$ cat src/rtl/led_afterglow.sv
// led_afterglow: per-LED fading driver placed after the cylon sweep generator.
// Each lit sweep LED leaves a PWM afterglow trail that decays one level per
// decay tick. A static status pattern and an error-blink override are muxed
// in ahead of the registered LED drive.
//
// Build option: define LED_AFTERGLOW_EN to build the level/PWM/decay path.
// Without it the sweep is passed straight through (pattern_r -> led_out),
// while the prescaler, blink logic and output priority stay the same.
module led_afterglow #(
  parameter int NLED      = 12,
  parameter int PWMBITS   = 4,
  parameter int DECAY_PRE = 18
) (
  input  logic            clock,
  input  logic            reset_n,
  input  logic [NLED-1:0] pattern_in,
  input  logic [NLED-1:0] status_in,
  input  logic            sel_status,
  input  logic            blink_err,
  output logic [NLED-1:0] led_out
);

  localparam logic [DECAY_PRE-1:0] PRE_ZERO   = {DECAY_PRE{1'b0}};
  localparam logic [DECAY_PRE-1:0] PRE_ONE    = {{(DECAY_PRE-1){1'b0}}, 1'b1};
  localparam logic [2:0]           BLINK_ONE  = 3'd1;
  localparam logic [2:0]           BLINK_LAST = 3'd7;
  localparam logic [NLED-1:0]      LED_ZERO   = {NLED{1'b0}};

  // Registered copies of every input.
  logic [NLED-1:0] pattern_r;
  logic [NLED-1:0] status_r;
  logic            sel_r;
  logic            blink_r;

  // Shared timebase.
  logic [DECAY_PRE-1:0] pre_cnt;
  logic                 decay_tick;
  logic [2:0]           blink_cnt;
  logic                 blink_phase;

  // Sweep-path result feeding the output mux.
  logic [NLED-1:0] sweep;

  // Output priority: blink override first, then the status pattern, then the sweep.
  function automatic logic [NLED-1:0] select_out(
    input logic            blink_sel,
    input logic            phase,
    input logic            status_sel,
    input logic [NLED-1:0] status_bits,
    input logic [NLED-1:0] sweep_bits
  );
    logic [NLED-1:0] result;
    if (blink_sel) begin
      result = {NLED{phase}};
    end else if (status_sel) begin
      result = status_bits;
    end else begin
      result = sweep_bits;
    end
    return result;
  endfunction

  // Input stage: capture all control and pattern inputs once per clock.
  always_ff @(posedge clock or negedge reset_n) begin
    if (!reset_n) begin
      pattern_r <= LED_ZERO;
      status_r  <= LED_ZERO;
      sel_r     <= 1'b0;
      blink_r   <= 1'b0;
    end else begin
      pattern_r <= pattern_in;
      status_r  <= status_in;
      sel_r     <= sel_status;
      blink_r   <= blink_err;
    end
  end

  // Free-running prescaler; the all-ones state marks one decay tick.
  always_ff @(posedge clock or negedge reset_n) begin
    if (!reset_n) begin
      pre_cnt <= PRE_ZERO;
    end else begin
      pre_cnt <= pre_cnt + PRE_ONE;
    end
  end

  assign decay_tick = &pre_cnt;

  // Blink divider: counts decay ticks and flips the blink phase every eighth one.
  always_ff @(posedge clock or negedge reset_n) begin
    if (!reset_n) begin
      blink_cnt   <= 3'd0;
      blink_phase <= 1'b0;
    end else if (decay_tick) begin
      blink_cnt <= blink_cnt + BLINK_ONE;
      if (blink_cnt == BLINK_LAST) begin
        blink_phase <= ~blink_phase;
      end else begin
        blink_phase <= blink_phase;
      end
    end else begin
      blink_cnt   <= blink_cnt;
      blink_phase <= blink_phase;
    end
  end

`ifdef LED_AFTERGLOW_EN

  localparam logic [PWMBITS-1:0] LVL_MAX  = {PWMBITS{1'b1}};
  localparam logic [PWMBITS-1:0] LVL_ZERO = {PWMBITS{1'b0}};
  localparam logic [PWMBITS-1:0] LVL_ONE  = {{(PWMBITS-1){1'b0}}, 1'b1};

  logic [PWMBITS-1:0] pwm_cnt;
  logic [PWMBITS-1:0] lvl [NLED];
  logic               sel_d;

  // A channel is lit at full level, or while its level exceeds the PWM ramp,
  // so level L yields an L/2^PWMBITS duty and level 0 never lights.
  function automatic logic chan_on(
    input logic [PWMBITS-1:0] level,
    input logic [PWMBITS-1:0] pwm
  );
    return (level == LVL_MAX) || (level > pwm);
  endfunction

  // PWM ramp shared by all channels.
  always_ff @(posedge clock or negedge reset_n) begin
    if (!reset_n) begin
      pwm_cnt <= LVL_ZERO;
    end else begin
      pwm_cnt <= pwm_cnt + LVL_ONE;
    end
  end

  // Delayed select, used to spot the cycle where status mode is left.
  always_ff @(posedge clock or negedge reset_n) begin
    if (!reset_n) begin
      sel_d <= 1'b0;
    end else begin
      sel_d <= sel_r;
    end
  end

  // Per-channel level: status mode clears, a lit sweep bit loads MAX (beating
  // both the exit clear and a coincident tick), otherwise decay to zero.
  always_ff @(posedge clock or negedge reset_n) begin
    if (!reset_n) begin
      for (int i = 0; i < NLED; i++) begin
        lvl[i] <= LVL_ZERO;
      end
    end else begin
      for (int i = 0; i < NLED; i++) begin
        if (sel_r) begin
          lvl[i] <= LVL_ZERO;
        end else if (pattern_r[i]) begin
          lvl[i] <= LVL_MAX;
        end else if (sel_d) begin
          lvl[i] <= LVL_ZERO;
        end else if (decay_tick && (lvl[i] != LVL_ZERO)) begin
          lvl[i] <= lvl[i] - LVL_ONE;
        end else begin
          lvl[i] <= lvl[i];
        end
      end
    end
  end

  // Sweep path renders every channel's level through the PWM comparator.
  always_comb begin
    sweep = LED_ZERO;
    for (int i = 0; i < NLED; i++) begin
      sweep[i] = chan_on(lvl[i], pwm_cnt);
    end
  end

`else

  // Sweep path without afterglow: the registered pattern goes straight out.
  always_comb begin
    sweep = pattern_r;
  end

`endif

  // Registered LED drive.
  always_ff @(posedge clock or negedge reset_n) begin
    if (!reset_n) begin
      led_out <= LED_ZERO;
    end else begin
      led_out <= select_out(blink_r, blink_phase, sel_r, status_r, sweep);
    end
  end

endmodule

$ cat config.mk
export PLATFORM = sky130hd
export DESIGN_NAME = led_afterglow
export DESIGN_NICKNAME = d
export VERILOG_FILES = /design/src/rtl/led_afterglow.sv
export SDC_FILE = /design/constraint.sdc
export NUM_CORES = 1
export LEC_CHECK = 0
export ABC_CLOCK_PERIOD_IN_PS = 1600
export BUFFER_PORTS_ARGS = -buffer_cell sky130_fd_sc_hd__clkbuf_2
export CAP_MARGIN = 10
export CORE_ASPECT_RATIO = 1.2
export CORE_MARGIN = 5
export CORE_UTILIZATION = 48
export DETAILED_ROUTE_END_ITERATION = 10
export PLACE_DENSITY = 0.78
export SYNTH_ARGS = -nofsm -noshare
export SYNTH_HDL_FRONTEND = slang
export SYNTH_SLANG_ARGS = --single-unit
$ cat constraint.sdc
create_clock -name clock -period 1.6 [get_ports clock]
set_clock_uncertainty 0.15 [all_clocks]
set_input_delay 0.08 -clock clock [delete_from_list [all_inputs] [get_ports clock]]
set_output_delay 0.08 -clock clock [all_outputs]
set_load 0.05 [all_outputs]
== After elaboration in Yosys (flattened, before gate mapping) ==
Cells that the tools add are included.
Operators by class
  reduce and logical (&&, ||, !) cells: 2
  $add $sub $neg: 2
  multiplexer cells: 2
  bitwise operators: 1
  equal/unequal tests: 1
Operator list (number)
  $mux 12: 2
  $reduce_and 19->1: 1
  $add 18x1->18 const B: 1
  $reduce_and 18->1: 1
  $add 3x1->3 const B: 1
  $eq 3x3->1 const B: 1
  $not 1->1: 1
Storage, ports and cells
  register bits: 60
  bits of input ports: 28
  logic and storage cells: 16
  output and inout bits: 12

== Depth between registers and ports, before layout ==
Gate-level depths: netlist (run 1).
  depth in word-level cells: 2
  mapped depth: 5
  gate-level depth less buffers: 5

== Worst setup path before layout (run 1) ==
No wires, ideal clock.
  kind: reg2reg
  start: register pre_cnt[0]
  end: register blink_cnt[1]
  library setup time: 0.125 ns
  cell stages (with the launch flop): 6
  buffers on the path: 0
  data required time: 1.325 ns
  arrival time: 1.377 ns
  clock period less this slack: 1.652 ns
  path slack: -0.052 ns
  cell sequence: dfrtp_1 ha_1 and3_4 and3_4 nand3_4 mux2_4
On the way
  cells in the longest elaborated chain, start to end: 1
Ends and longest elaborated chain
  start, declared: RTL line 36  | logic [DECAY_PRE-1:0] pre_cnt;
  start signal, assigned: RTL line 83  | pre_cnt <= pre_cnt + PRE_ONE;
  $reduce_and 18->1: RTL line 87  | assign decay_tick = &pre_cnt;
  end signal, assigned: RTL line 95  | blink_cnt <= blink_cnt + BLINK_ONE;
  end signal, assigned: RTL line 102  | blink_cnt <= blink_cnt;
  end, declared: RTL line 38  | logic [2:0] blink_cnt;
Every way passes these cells.
A chain may end at the register's enable or synchronous reset.

== Final worst setup path (run 1) ==
  start: register pre_cnt[0]
  end: register blink_cnt[2]
Same word-level chain as after synthesis.

==> results of run 1 <==
[flip-flops by register name (all words and copies together) (netlist names)]
register,count
blink_cnt,3
blink_phase,1
blink_r,1
led_out,12
pattern_r,12
pre_cnt,18
sel_r,1
status_r,12
[per-layer routing]
| layer | vias up | part of all wire, % | global-route usage, % | routed length [um] |
|---|---|---|---|---|
| met1 | 688 | 42 | 19.2 | 1770 |
| met2 | 43 | 50 | 24.8 | 2100 |
| met5 | - | 0 | 0 | 0 |
| met4 | 0 | 1.9 | 5.98 | 82 |
| met3 | 11 | 6.5 | 5.80 | 276 |
| li1 | 685 | - | - | - |
[cell families (layout without fill, tap and decap cells)]
| family | count (synthesis) | in the layout | share of synthesized area, % |
|---|---|---|---|
| fa+ha+maj | 3 | 3 | 1.75 |
| flops | 60 | 60 | 70.1 |
| mux | 2 | 2 | 1.40 |
| simple gates | 51 | 51 | 14.0 |
| xor+xnor | 18 | 18 | 7.36 |
| buf+inv | 6 | 98 | 1.17 |
| compound gates | 12 | 12 | 4.21 |
[layout make-up]
| type | count | area (um2) |
|---|---|---|
| clock buffers | 12 | 155 |
| clock inverters | 4 | 47.5 |
| fillers | 275 | 1290 |
| inverters | 2 | 7.51 |
| multi-input cells | 86 | 622 |
| flip-flops and latches | 60 | 1500 |
| well taps | 56 | 70.1 |
| repair buffers | 80 | 596 |
[cells in the mapped netlist, drive strengths merged (2+ instances only)]
cell,instances
a211oi,12
nor2b,13
mux2,2
nor2,14
nand2,6
xnor2,12
buf,2
and4,4
dfrtp,60
nand4,2
and3,4
nand3,6
clkbuf,2
xor2,6
ha,3
inv,2
[timing repair]
item,in CTS,in global routing
endpoints found under the setup margin,2,4
resized for setup,0,1
hold buffers,27,0
pin swaps,0,2
setup buffers,1,2
hold endpoints to repair,86,0
[power breakdown]
part | internal, mW | total [mW] | switching (mW)
clock network | 0.799 | 1.34 | 0.541
logic | 0.112 | 0.278 | 0.166
registers | 1.57 | 1.59 | 0.0214
[per-stage QoR]
stage | utilization, % | hold WS, ns
floorplan | - | -0.366
global placement | 58.2 | -0.0396
detailed placement | 58.2 | -0.0405
CTS | 69.4 | 0.141
global route | 69.8 | 0.177
finish | 69.8 | 0.148
[worst reg2reg max path, stage by stage, from the launching register on]
cell	delay, ns
dfrtp_1	0.36
ha_2	0.19
and3_4	0.18
and3_4	0.23
nand3_4	0.10
mux2_4	0.30
[worst max path at each step]
stage                          start            to  slack, ns
final                     pre_cnt[0]  blink_cnt[2]      -0.01
after global routing      pre_cnt[0]  blink_cnt[2]      -0.08
after CTS                 pre_cnt[0]  blink_cnt[1]      -0.02
after detailed placement  pre_cnt[1]  blink_cnt[1]      -0.02
after global placement    pre_cnt[1]  blink_cnt[1]       0.04
after floorplan           pre_cnt[0]  blink_cnt[1]      -0.02
==> qor.csv, run 1 <==
stage;metric;value;unit
outcome;outcome;finished, violations left;
outcome;failing checks;negative setup slack;
critical_path;r2r setup slk;-0.01;ns
critical_path;Buf/Inv on CP;0;
sta;final setup fails;2;
critical_path;CP Max Fanout;6;
sta;unrepaired setup endpoints after global routing;true;
critical_path;worst path required time;1.66;ns
synth;Seq/Total Area, Yosys;70.1;%
layout;commonest non-fill, non-tap cell in the layout;dfrtp_1;
die;Initial Utilization;49.9;%
detailed_routing;WL final;4230;um
synth;syn nets;183;
grt;global-route wire length before repair;7130;um
layout;ANT cells;0;
clock_network;H-tree depth;3;
detailed_routing;Iter 0 DRT Violations;91;
critical_path;Worst Setup Path Type;reg -> reg;
detailed_routing;Via density;4.76;
placed_design;placed cells;254;
synth;area leader, netlist;dfrtp_1;
placed_design;placed instance area;2500;um2
grt;largest net degree at the start of global routing;61;
detailed_routing;DR WL/cell;14.1;um
critical_path;worst path arrival time;1.67;ns
layout;fraction of layout cells with a size suffix above 1;31.6;%
die;DIE AREA;5900;um2
synth;synthesized cell area;2140;um2
flow_run;max-cap check violation count;0;
grt;Total GRT Usage;15.6;%
layout;Final Cell Area;3000;um2
critical_path;R2R cell count;5;
critical_path;delay-heaviest family, CP;simple AND/OR/NAND/NOR gates;
critical_path;Setup crit start kind;flop;
grt;initial antenna violation count;0;
layout;synthesis-to-layout area growth;40.1;%
layout;Final #Nets;270;
grt;vias in the first global route;1500;
critical_path;worst reg2reg endpoint;blink_cnt[2];
die;Rows;26;
hold_path;worst hold path type;in -> async;
placed_design;HPWL Detailed;2500;um
critical_path;Crit-path slowest cell;dfrtp_1;
synth;flops & latches, synth;60;
sta;Post-Route Setup TNS;-0.0261;ns
sta;crit path time final;1.61;ns
die;core area;4290;um2
sta;Worst Slack Setup Final;-0.0137;ns
critical_path;most used cell, CP;and3_4;
sta;Slew @ Worst Pin;0.454;ns
clock_network;clk slew on worst S/H paths;0.06;ns
critical_path;CP cell instances;ha_2 > and3_4 > and3_4 > nand3_4 > mux2_4;
die;chip width;71.0;um
clock_network;Root Buffer;clkbuf_8;
pwr;P_leak;1.46;nW
synth;Synth Flop Type;dfrtp_1;
critical_path;Crit. End Element;flop;
synth;cell count after synthesis;152;
die;Top-Level Pins;40;
clock_network;CTS sink cnt;60;
detailed_routing;DRT antenna net count;0;
layout;most frequent cells in the layout;dfrtp_1, clkbuf_2, dlygate4sd3_1, nor2_1, nor2b_1;
synth;Synth Warn #;0;
sta;Fin. Hold Viols;0;
placed_design;Post-Place Setup Slack;-0.0183;ns
die;Chip Height;83.2;um
sta;fin crit share;101;%
pwr;pwr dens;1070;nW/um2
clock_network;Clock Path Buffers;2;
placed_design;Port Buffers;39;
synth;Distinct cells, synth;20;
sta;count of pins over their slew limit;0;
clock_network;TritonCTS clock tree;built;
sta;relative slew slack;69.8;%
detailed_routing;Detailed Routing Iterations Pass 1;4;
detailed_routing;vias post-DR;1427;
layout;fin cells;300;
synth;ys async rst share;100;%
critical_path;WP depth;5;
clock_network;TritonCTS Buffers;9;
detailed_routing;Post-route DRC;0;
critical_path;RR Startpoint;pre_cnt[0];
pwr;total chip power;3.21;mW
synth;Post-synth EDFFs;0;
synth;Synth top area share;70.1;%
critical_path;crit-path max cell delay;0.36;ns
sta;achievable clock frequency;0.620;GHz
synth;Area contributors post-synth;dfrtp_1, xnor2_1, a211oi_1, nor2b_1, nor2_1;
synth;Avg Inst Size Synth;14.1;um2
grt;total congestion overflow;0;
pwr;maximum VDD drop;0.839;mV
clock_network;clock latency at the later pin of the worst-skew pair;0.32;ns
placed_design;Placer Congestion;0.731;
Note: power is estimated with default switching activity, not from simulation.
==> run 2: changes to the inputs <==
- CORE_ASPECT_RATIO: 1.2 -> 2
==> run 2 against run 1 <==
Against the previous run:
- the run still ends with negative setup slack left
- count of clock-buffer cells in the layout did not move
- fmax fell by 0.13%
- non-clock buffer count did not move
- flip-flop and latch count did not move
- utilization rose by 0.72 points
- first-iteration DRC count fell by 74%
- die area rose by 1.3%
- via count rose by 2.3%
- design area rose by 2.1%
==> qor.csv, run 2 (synthesized netlist as in run 1, its figures left out) <==
stage;metric;value;unit
outcome;outcome;finished, violations left;
outcome;failing checks;negative setup slack;
clock_network;Clock Path Buffers;2;
layout;number of flip-flops in the largest register;18;
detailed_routing;DRT antenna net count;0;
flow_run;max-cap check violation count;0;
critical_path;CP Max Fanout;6;
critical_path;Worst Setup Path Type;reg -> reg;
critical_path;critical path startpoint;pre_cnt[0];
layout;fraction of layout cells with a size suffix above 1;31.1;%
critical_path;most used cell, CP;and3_4;
sta;crit path time final;1.62;ns
detailed_routing;WL final;4630;um
detailed_routing;Post-route DRC;0;
critical_path;r2r setup slk;-0.02;ns
pwr;maximum VDD drop;0.808;mV
layout;commonest non-fill, non-tap cell in the layout;dfrtp_1;
grt;vias in the first global route;1651;
placed_design;placed instance area;2480;um2
pwr;P_leak;1.50;nW
pwr;clock share of power;49.0;%
clock_network;clock latency at the later pin of the worst-skew pair;0.33;ns
critical_path;RR Startpoint;pre_cnt[0];
clock_network;CTS sink cnt;60;
pwr;Internal;2.92;mW
clock_network;H-tree depth;3;
pwr;Sequential Power Share;43.4;%
critical_path;worst reg2reg endpoint;blink_cnt[1];
grt;global-route wire length before repair;7800;um
critical_path;crit-path max cell delay;0.36;ns
sta;count of pins over their slew limit;0;
sta;Worst Slack Setup Final;-0.0158;ns
layout;Layout Utilization;70.6;%
layout;most frequent cells in the layout;dfrtp_1, clkbuf_2, dlygate4sd3_1, nor2_1, nor2b_1;
layout;largest register by flop count;pre_cnt;
detailed_routing;Detailed Routing Iterations Pass 1;4;
sta;unrepaired setup endpoints after global routing;true;
layout;Final #Nets;270;
hold_path;worst hold path type;in -> async;
critical_path;Crit-path slowest cell;dfrtp_1;
critical_path;worst path arrival time;1.68;ns
layout;ANT cells;0;
sta;final setup fails;2;
sta;Slew @ Worst Pin;0.442;ns
placed_design;Port Buffers;39;
placed_design;HPWL Detailed;2670;um
detailed_routing;vias post-DR;1460;
die;Initial Utilization;49.3;%
die;Top-Level Pins;40;
critical_path;Setup crit start kind;flop;
die;core area;4340;um2
die;Rows;34;
layout;Final Cell Area;3060;um2
die;Chip Height;104;um
critical_path;CP cell instances;ha_2 > and3_4 > and3_4 > nand3_4 > mux2_4;
grt;largest net degree at the start of global routing;61;
critical_path;Crit. End Element;flop;
clock_network;TritonCTS clock tree;built;
detailed_routing;DR WL/cell;15.5;um
critical_path;R2R cell count;5;
clock_network;Root Buffer;clkbuf_8;
grt;Total GRT Usage;17.8;%
detailed_routing;Via density;4.90;
clock_network;clk slew on worst S/H paths;0.06;ns
die;chip width;57.2;um
pwr;sw power;0.751;mW
pwr;pwr dens;1200;nW/um2
die;DIE AREA;5980;um2
placed_design;Placer Congestion;0.753;
sta;relative slew slack;70.5;%
sta;Post-Route Setup TNS;-0.0298;ns
detailed_routing;Iter 0 DRT Violations;24;
clock_network;TritonCTS Buffers;9;
sta;Fin. Hold Viols;0;
grt;total congestion overflow;0;
layout;synthesis-to-layout area growth;43.0;%
grt;initial antenna violation count;0;
pwr;Comb power frac;7.6;%
pwr;switching part of the total;20.5;%
sta;achievable clock frequency;0.619;GHz
critical_path;worst path required time;1.67;ns
sta;fin crit share;101;%
run 2: metrics by stage:
stage / std cells / hold WS, ns / setup slack (ns) / power (mW)
after floorplan: 152 / -0.366 / -0.0220 / 1.73
after global placement: 250 / -0.0407 / 0.0118 / 1.84
after detailed placement: 250 / -0.0388 / -0.0390 / 1.84
after CTS: 296 / 0.153 / -0.00306 / 3.67
after global routing: 298 / 0.159 / -0.0892 / 3.81
final: 298 / 0.139 / -0.0158 / 3.67
run 2: critical path: cells and delay by family (launching register included):
family	cells	cell delay, ns
simple gates	3	0.51
mux	1	0.30
fa+ha+maj	1	0.19
flops	1	0.36
run 2: cell type report:
class | count | area [um2]
multi-input cells | 86 | 624
flip-flops and latches | 60 | 1500
clock buffers | 12 | 145
fillers | 295 | 1280
inverters | 2 | 7.51
repair buffers | 80 | 596
well taps | 54 | 67.6
clock inverters | 4 | 120
run 2: routing by layer:
metal  global-route usage (%)  wire length [um]  vias to the layer above
met4                     9.62               121                        0
met1                     17.6              1610                      727
met5                        0                 0                        -
li1                         -                 -                      685
met2                     31.5              2690                       36
met3                     5.59               211                       12
run 2: worst max-delay path by stage:
stage               cells past startpoint      endpoint  slack (ns)
floorplan                               5  blink_cnt[1]       -0.02
global placement                        5  blink_cnt[2]        0.01
detailed placement                      5  blink_cnt[1]       -0.04
CTS                                     5  blink_cnt[1]      -0.003
global route                            5  blink_cnt[2]       -0.09
finish                                  5  blink_cnt[1]       -0.02
run 2: power by group through the flow:
stage / Clock (mW) / Combinational (mW) / Sequential (mW)
global placement: 0 / 0.220 / 1.62
CTS: 1.81 / 0.278 / 1.59
detailed placement: 0 / 0.225 / 1.62
finish: 1.80 / 0.279 / 1.59
floorplan: 0 / 0.0446 / 1.69
global route: 1.91 / 0.302 / 1.60
run 2: repair_timing:
action,4_1_cts,5_1_grt
pin swaps,1,1
endpoints found under the hold margin,86,0
buffers inserted,3,2
hold buffers,27,0
resized for setup,0,1
endpoints found under the setup margin,2,4
cloned,0,0
